<file path="src/rtl/uart_pkg.sv">
// Definitions shared by the UART transmit and receive sides: FSM state
// encoding, default serial timing, and a payload-mask helper.
package uart_pkg;

   localparam int DEFAULT_CLKS_PER_BIT = 10;
   localparam int DEFAULT_DATA_BITS    = 8;

   typedef enum logic [2:0] {
      ST_IDLE   = 3'd0,
      ST_START  = 3'd1,
      ST_DATA   = 3'd2,
      ST_PARITY = 3'd3,
      ST_STOP   = 3'd4
   } tx_state_e;

   // Mask that keeps the low 'bits' payload bits of a byte.
   function automatic logic [7:0] data_mask(input int bits);
      logic [7:0] m;
      m = '0;
      for (int i = 0; i < 8; i++) begin
         m[i] = (i < bits);
      end
      return m;
   endfunction

endpackage

</file>
<file path="src/rtl/flex_counter.sv">
// Generic up-counter: counts 0..i_rollover_val and then wraps to 0. Synchronous
// clear has priority over counting. The flag marks the last count of a period.
module flex_counter #(
   parameter int NUM_CNT_BITS = 4
) (
   input  logic                    clk,
   input  logic                    rst,
   input  logic                    i_clear,
   input  logic                    i_count_enable,
   input  logic [NUM_CNT_BITS-1:0] i_rollover_val,
   output logic [NUM_CNT_BITS-1:0] o_count,
   output logic                    o_rollover_flag
);

   logic [NUM_CNT_BITS-1:0] r_count;
   logic                    w_at_end;

   assign w_at_end        = (r_count == i_rollover_val);
   assign o_rollover_flag = i_count_enable && w_at_end;
   assign o_count         = r_count;

   // NOTE: sequential state uses non-blocking (<=) so every flop samples
   // pre-edge values; blocking here would create order-dependent races.
   always_ff @(posedge clk or posedge rst) begin
      if (rst) begin
         r_count <= '0;
      end else if (i_clear) begin
         r_count <= '0;
      end else if (i_count_enable) begin
         if (w_at_end) r_count <= '0;
         else          r_count <= r_count + 1'b1;
      end
   end

endmodule

</file>
<file path="src/rtl/uart_transmitter.sv">
// UART transmitter: start bit, DATA_BITS payload bits LSB first, optional
// even-parity bit, one stop bit. Registered serial output, valid/ready input.
module uart_transmitter
   import uart_pkg::*;
#(
   parameter int CLKS_PER_BIT = DEFAULT_CLKS_PER_BIT,
   parameter int DATA_BITS    = DEFAULT_DATA_BITS,
   parameter int PARITY_EN    = 0
) (
   input  logic       clk,
   input  logic       rst,
   input  logic       tx_valid,
   input  logic [7:0] tx_data,
   output logic       tx_ready,
   output logic       serial_out,
   output logic       tx_done
);

   localparam logic [3:0] BIT_LAST  = 4'(CLKS_PER_BIT - 1);
   localparam logic [2:0] DATA_LAST = 3'(DATA_BITS - 1);
   localparam logic [7:0] DATA_MASK = data_mask(DATA_BITS);
   localparam bit         HAS_PAR   = (PARITY_EN != 0);

   tx_state_e  r_state;
   logic [7:0] r_shift;
   logic [2:0] r_bit_idx;
   logic       r_parity;
   logic       r_serial;

   logic       w_handshake;
   logic       w_bit_tick;
   logic [3:0] w_bit_count;
   logic [7:0] w_masked;

   assign tx_ready    = (r_state == ST_IDLE);
   assign w_handshake = tx_valid && tx_ready;
   assign w_masked    = tx_data & DATA_MASK;
   assign serial_out  = r_serial;
   assign tx_done     = (r_state == ST_STOP) && (w_bit_count == BIT_LAST);

   // Held at zero in IDLE so every START bit gets a full period.
   flex_counter #(
      .NUM_CNT_BITS (4)
   ) u_bit_timer (
      .clk             (clk),
      .rst             (rst),
      .i_clear         (r_state == ST_IDLE),
      .i_count_enable  (r_state != ST_IDLE),
      .i_rollover_val  (BIT_LAST),
      .o_count         (w_bit_count),
      .o_rollover_flag (w_bit_tick)
   );

   // serial_out is updated on the same edge as the state, so it always shows
   // the level belonging to the state being entered.
   always_ff @(posedge clk or posedge rst) begin
      if (rst) begin
         r_state   <= ST_IDLE;
         r_shift   <= '0;
         r_bit_idx <= '0;
         r_parity  <= 1'b0;
         r_serial  <= 1'b1;
      end else begin
         case (r_state)
            ST_IDLE: begin
               r_serial <= 1'b1;
               if (w_handshake) begin
                  r_shift  <= w_masked;
                  r_parity <= ^w_masked;
                  r_state  <= ST_START;
                  r_serial <= 1'b0;
               end
            end
            ST_START: begin
               if (w_bit_tick) begin
                  r_state   <= ST_DATA;
                  r_bit_idx <= '0;
                  r_serial  <= r_shift[0];
               end
            end
            ST_DATA: begin
               if (w_bit_tick) begin
                  if (r_bit_idx == DATA_LAST) begin
                     r_bit_idx <= '0;
                     if (HAS_PAR) begin
                        r_state  <= ST_PARITY;
                        r_serial <= r_parity;
                     end else begin
                        r_state  <= ST_STOP;
                        r_serial <= 1'b1;
                     end
                  end else begin
                     r_bit_idx <= r_bit_idx + 3'd1;
                     r_shift   <= r_shift >> 1;
                     r_serial  <= r_shift[1];
                  end
               end
            end
            ST_PARITY: begin
               if (w_bit_tick) begin
                  r_state  <= ST_STOP;
                  r_serial <= 1'b1;
               end
            end
            ST_STOP: begin
               if (w_bit_tick) begin
                  r_state  <= ST_IDLE;
                  r_serial <= 1'b1;
               end
            end
            default: begin
               r_state  <= ST_IDLE;
               r_serial <= 1'b1;
            end
         endcase
      end
   end

endmodule

</file>
<file path="config.mk">
export PLATFORM = sky130hd
export DESIGN_NAME = uart_transmitter
export DESIGN_NICKNAME = d
export VERILOG_FILES = /design/src/rtl/uart_pkg.sv /design/src/rtl/flex_counter.sv /design/src/rtl/uart_transmitter.sv
export SDC_FILE = /design/constraint.sdc
export NUM_CORES = 1
export LEC_CHECK = 0
export CAP_MARGIN = 20
export CORE_UTILIZATION = 61
export CTS_BUF_LIST = sky130_fd_sc_hd__clkbuf_4 sky130_fd_sc_hd__clkbuf_8
export CTS_CLUSTER_SIZE = 40
export DETAILED_ROUTE_END_ITERATION = 8
export PLACE_DENSITY = 0.86
export SLEW_MARGIN = 10
export SYNTH_ARGS = -nofsm -noshare
export SYNTH_HDL_FRONTEND = slang
export SYNTH_HIERARCHICAL = 1
export SYNTH_SLANG_ARGS = --single-unit
</file>
<file path="constraint.sdc">
create_clock -name clk -period 5.5 [get_ports clk]
set_input_delay 1.1 -clock clk [delete_from_list [all_inputs] [get_ports clk]]
set_output_delay 1.1 -clock clk [all_outputs]
set_load 0.01 [all_outputs]
</file>
==> flow_summary_export.csv, run 1 <==
group,metric,value,unit
worst_setup_path,crit_start,"r_state[2]",
floorplanning,start_util,67.1,%
final_layout,drive_gt1_share,9.60,%
status,status,"complete, no violations",
run,cap_violations,0,
global_route,overflow,0,
routing,ant_nets,0,
sta,relSlewSlack,63.9,%
floorplanning,design.die.area,2120,um2
floorplanning,die_x,46.1,um
power,cellLeakagePower,0.546,nW
clock_network,cts.path.max_buffers,2,
place,place_ws,2500,ps
sta,finalWorstSetupSlack,2150,ps
clock_network,cts.htree.levels,1,
sta,tightest_slew,541,ps
worst_hold_path,min_path_type,"reg2reg",
sta,setup_viol,0,
sta,maxSlewViolCount,0,
clock_network,cts_setup_buffers,0,
power,power_density,415,nW/um2
sta,fmax,299,MHz
synth,synth.distinct_cells,39,
sta,finalCritPeriodShare,60.8,%
final_layout,fin_util,76.2,%
final_layout,diodes,0,
floorplanning,io_pins,14,
routing,viasPerCell,5.76,
clock_network,ctsHoldBuffers,0,
routing,post_drt_wl_per_cell,13.3,um
floorplanning,coreArea,1760,um2
synth,netlist_instances,112,
clock_network,clk_latency,290,ps
synth,postSynthAreaPerCell,10.6,um2
global_route,antenna_found_initial,0,
clock_network,cts_root_buffer,"clkbuf_4",
sta,worst_clock_skew,5.46,ps
worst_setup_path,crit_path_end_kind,"output port",
synth,seq_area_frac_synth,40.3,%
synth,synth_edf_count,0,
final_layout,fin_nets,141,
worst_hold_path,min-delay-start,"r_bit_idx[1]",
synth,async_flop_share,100,%
worst_setup_path,required,4400,ps
floorplanning,rows,15,
routing,vias,864,
global_route,grt_pass1_vias,777,
worst_setup_path,setup.worst_path.start_class,"flop",
synth,ys_ff_latch,19,
clock_network,tritoncts.num_buffers,3,
sta,fin_tns_setup,0,ps
final_layout,final_common_cell,"dfrtp_1",
worst_hold_path,hold_path_depth,2,
worst_setup_path,reg2reg_from,"u_bit_timer/o_count[1]",
routing,drt_iter0_markers,27,
worst_setup_path,r2r_slack,3020,ps
sta,hold_viol,0,
global_route,grt_max_degree,16,
global_route,grt_pass1_wl,3460,um
worst_setup_path,r2r_end,"r_shift[3]",
synth,ys_warn_count,6,
final_layout,area_growth,13.6,%
final_layout,final_cell_mix,"dfrtp_1, clkdlybuf4s50_1, or2b_1",
worst_setup_path,worstPathArrival,2250,ps
place,placed_cells,146,
place,globalplace.congestion,0.882,
final_layout,final_cells,150,
worst_setup_path,rr_worst_depth,6,
global_route,grtUsageTotal,23.3,%
worst_setup_path,path_max_fanout,12,
sta,grt_setup_unrepaired,"no",
power,vdd.ir_drop.worst,284,uV
routing,wl,2000,um
clock_network,cts_tree,"done",
synth,synthFlopType,"dfrtp_1",
place,hpwl,1590,um
worst_setup_path,crit_type,"reg2out",
clock_network,cts_resized,0,
clock_network,cts.reportedPaths.clkPinSlew,100,ps
sta,fin_crit,3350,ps
clock_network,cts_sinks,19,
floorplanning,die_h,46.1,um
worst_hold_path,min_to,"r_bit_idx[1]",
routing,drc,0,
place,port_buffers,13,
synth,netlist_area,1180,um2
routing,drtPass1Iterations,4,
cell families (layout without fill, tap and decap cells):
family	Yosys count	in the layout	synth area share, %
flops	19	19	40.3
xor+xnor	4	4	2.96
mux	1	1	0.846
fa+ha+maj	4	4	4.23
compound gates	28	28	20.5
simple gates	41	41	25.2
other cells	2	4	0.634
buf+inv	13	24	5.39
flip-flops by register name, indices dropped and copies added (netlist names):
signal               flops
r_shift                  8
u_bit_timer/o_count      4
r_bit_idx                3
r_state                  3
serial_out               1
stage by stage:
stage	power, W	hold slack [ps]	cell area [um2]
2_1_floorplan	0.000436	477	1190
3_3_place_gp	0.000475	512	1320
3_5_place_dp	0.000488	533	1320
4_1_cts	0.000561	558	1350
5_1_grt	0.000603	574	1350
6_report	0.000558	552	1350
where the power goes:
part	internal [W]	switching, W
combinational	0.000116	0.000109
sequential	0.000196	0.0000650
clock	0.0000331	0.0000396
worst max-delay path, stage by stage, from the launching register on:
cell and delay [ps]:
dfrtp_1 520, or3_1 590, inv_1 260, clkdlybuf4s50_1 580
routing by layer:
metal	track usage [%]	wire, um
met1	33.2	958
met3	4.71	65
met4	5.29	10
met5	0	0
met2	36.6	964
synthesized netlist by cell type (all sizes together), types with 2 or more instances:
cell      n  share of area [%]
and2      2                1.1
a21oi     3                1.3
nor4b     2                2.7
or2b      8                5.1
a2111oi   2                2.5
nand3b    2                1.3
nand2     6                1.9
nand3     4                1.7
o32ai     2                1.5
o31ai     3                1.9
ha        4                4.2
nor3b     3                1.9
inv       7                2.2
conb      2               0.63
dfrtp    18                 38
xor2      4                3.0
o221a     7                6.7
nand2b    2                1.1
nor2      6                2.1
buf       5                2.9
o21ai     7                3.0
layout make-up:
cell class                      count  area (um2)
Inverter                            7        26.3
Clock buffer                        4        30.0
Timing Repair Buffer               13         130
Fill cell                         132         419
Tap cell                           25        31.3
Sequential cell                    19         477
Multi-Input combinational cell     82         651
worst max path at each step:
stage	to	slack (ps)	depth (start not counted)
4_1_cts	tx_ready	2160	3
2_1_floorplan	tx_done	3110	4
3_3_place_gp	tx_ready	2540	3
3_5_place_dp	tx_ready	2500	3
6_report	tx_ready	2150	3
5_1_grt	tx_ready	2010	3
Note: power is estimated with default switching activity, not from simulation.
==> run 2: changes to the inputs <==
--- a/config.mk
+++ b/config.mk
@@ -6,11 +6,11 @@
 export NUM_CORES = 1
 export LEC_CHECK = 0
 export CAP_MARGIN = 20
-export CORE_UTILIZATION = 61
+export CORE_UTILIZATION = 57
 export CTS_BUF_LIST = sky130_fd_sc_hd__clkbuf_4 sky130_fd_sc_hd__clkbuf_8
 export CTS_CLUSTER_SIZE = 40
 export DETAILED_ROUTE_END_ITERATION = 8
-export PLACE_DENSITY = 0.86
+export PLACE_DENSITY = 0.81
 export SLEW_MARGIN = 10
 export SYNTH_ARGS = -nofsm -noshare
 export SYNTH_HDL_FRONTEND = slang
==> constraint.sdc (replaced) <==
create_clock -name clk -period 3.1 [get_ports clk]
set_input_delay 0.62 -clock clk [delete_from_list [all_inputs] [get_ports clk]]
set_output_delay 0.62 -clock clk [all_outputs]
set_load 0.01 [all_outputs]
==> flow_summary_export.csv, run 2 (synthesized netlist as in run 1, its figures left out) <==
group,metric,value,unit
status,status,"complete, no violations",
power,vdd.ir_drop.worst,532,uV
final_layout,final_cell_mix,"dfrtp_1, clkdlybuf4s50_1, or2b_1",
final_layout,largest_register_ffs,8,
final_layout,final_common_cell,"dfrtp_1",
final_layout,area_growth,13.6,%
clock_network,cts.path.max_buffers,2,
power,pwr-share-comb,40.4,%
final_layout,diodes,0,
clock_network,clk_latency,310,ps
worst_setup_path,setup.worst_path.start_class,"flop",
routing,vias,873,
worst_setup_path,crit_path_end_kind,"output port",
floorplanning,coreArea,1960,um2
global_route,grt_pass1_wl,3680,um
global_route,grt_max_degree,16,
worst_hold_path,min_path_type,"in2async",
power,p_int,0.000602,W
worst_setup_path,crit_type,"reg2out",
worst_setup_path,worstPathArrival,2260,ps
global_route,met3_usage,6.04,%
sta,fin_tns_setup,0,ps
sta,tightest_slew,574,ps
sta,grt_setup_unrepaired,"no",
worst_setup_path,crit_chain,"or3_1, inv_1, clkdlybuf4s50_1",
worst_setup_path,required,2480,ps
power,cellLeakagePower,0.545,nW
worst_setup_path,crit_slowest_cell,"or3_1",
global_route,grt_pass1_vias,777,
routing,drtPass1Iterations,4,
power,p_switching,0.000398,W
floorplanning,start_util,60.3,%
global_route,gr-usage-met1,31.7,%
routing,drc,0,
floorplanning,io_pins,14,
routing,wl,2260,um
sta,fmax,347,MHz
floorplanning,die_h,47.6,um
floorplanning,die_x,47.6,um
routing,viasPerCell,5.74,
power,power,0.00100,W
clock_network,cts_root_buffer,"clkbuf_4",
power,switching_share,39.8,%
power,power_density,743,nW/um2
clock_network,cts_sinks,19,
sta,finalCritPeriodShare,92.8,%
final_layout,drive_gt1_share,9.60,%
sta,fin_crit,2880,ps
clock_network,cts_tree,"done",
global_route,grtUsageTotal,23.6,%
sta,hold_viol,0,
place,port_buffers,13,
clock_network,cts.reportedPaths.clkPinSlew,110,ps
clock_network,cts.htree.levels,1,
sta,worst_clock_skew,8.81,ps
sta,setup_viol,0,
worst_setup_path,path_max_fanout,12,
routing,post_drt_wl_per_cell,14.8,um
global_route,overflow,0,
final_layout,fillCellCount,161,
sta,maxSlewViolCount,0,
clock_network,tritoncts.num_buffers,3,
run,cap_violations,0,
clock_network,cts_resized,0,
clock_network,cts_setup_buffers,0,
global_route,grt-busiest-layer,"met2",
clock_network,ctsHoldBuffers,0,
floorplanning,rows,16,
power,pwr-share-seq,46.9,%
routing,ant_nets,0,
final_layout,largest_register,"r_shift",
worst_setup_path,slowest_delay,590,ps
place,hpwl,1670,um
sta,relSlewSlack,61.7,%
routing,drt_iter0_markers,14,
final_layout,fin_nets,141,
floorplanning,design.die.area,2260,um2
global_route,grt.met2_usage,38.4,%
power,clkPwrFrac,12.7,%
global_route,antenna_found_initial,0,
place,globalplace.congestion,0.819,
==> run 2: cell types whose count changed in the layout (fill, tap and decap cells not counted), sizes merged <==
cell,before,now
clkinv,0,1
clkbuf,4,3
==> run 2: metal layers <==
metal | routed length [um] | vias up
li1 | - | 426
met1 | 1070 | 427
met2 | 1110 | 17
met3 | 65 | 3
met4 | 10 | 0
met5 | 0 | -
==> run 2: power by group through the flow <==
stage | Combinational [W] | Sequential (W) | Clock [W]
final | 0.000404 | 0.000469 | 0.000127
after global routing | 0.000454 | 0.000483 | 0.000139
after CTS | 0.000406 | 0.000464 | 0.000132
after detailed placement | 0.000406 | 0.000469 | 0
after global placement | 0.000391 | 0.000463 | 0
after floorplan | 0.000359 | 0.000414 | 0
==> run 2: critical path, delay by kind of cell, from the launching register on <==
| family | cells | cell delay, ps |
|---|---|---|
| AND/OR/NAND/NOR | 1 | 590 |
| flip-flops | 1 | 530 |
| buffers and inverters | 2 | 830 |
==> run 2: worst paths after layout <==
check / cells after the start / slack, ps / to / from
worst max-delay path: 3 / 220 / tx_ready / r_state[2]
worst min-delay path: 2 / 540 / u_bit_timer/o_count[1] / rst
worst max register to register: 6 / 580 / r_shift[2] / u_bit_timer/o_count[1]
worst min register to register: 2 / 550 / r_bit_idx[1] / r_bit_idx[1]
max in group asynchronous: 2 / 2000 / serial_out / rst
min in group clk: 2 / 550 / r_bit_idx[1] / r_bit_idx[1]
==> run 2: cell type report <==
type | instances | area, um2 | share of cell area, %
clock buffers | 3 | 22.5 | 1.67
repair buffers | 13 | 130 | 9.67
multi-input cells | 82 | 651 | 48.4
inverters | 7 | 26.3 | 1.95
clock inverters | 1 | 5.00 | 0.372
well taps | 27 | 33.8 | 2.51
flip-flops and latches | 19 | 477 | 35.4
==> run 2: through the flow <==
step           hold slack, ps  area, um2  utilization (%)  instances  worst slack, ps
5_1_grt                   551       1350             68.6        152              103
3_5_place_dp              521       1320             67.2        148              569
4_1_cts                   528       1350             68.6        152              215
2_1_floorplan             386       1190                -        114              947
3_3_place_gp              515       1320             67.2        148              632
6_report                  537       1350             68.6        152              222
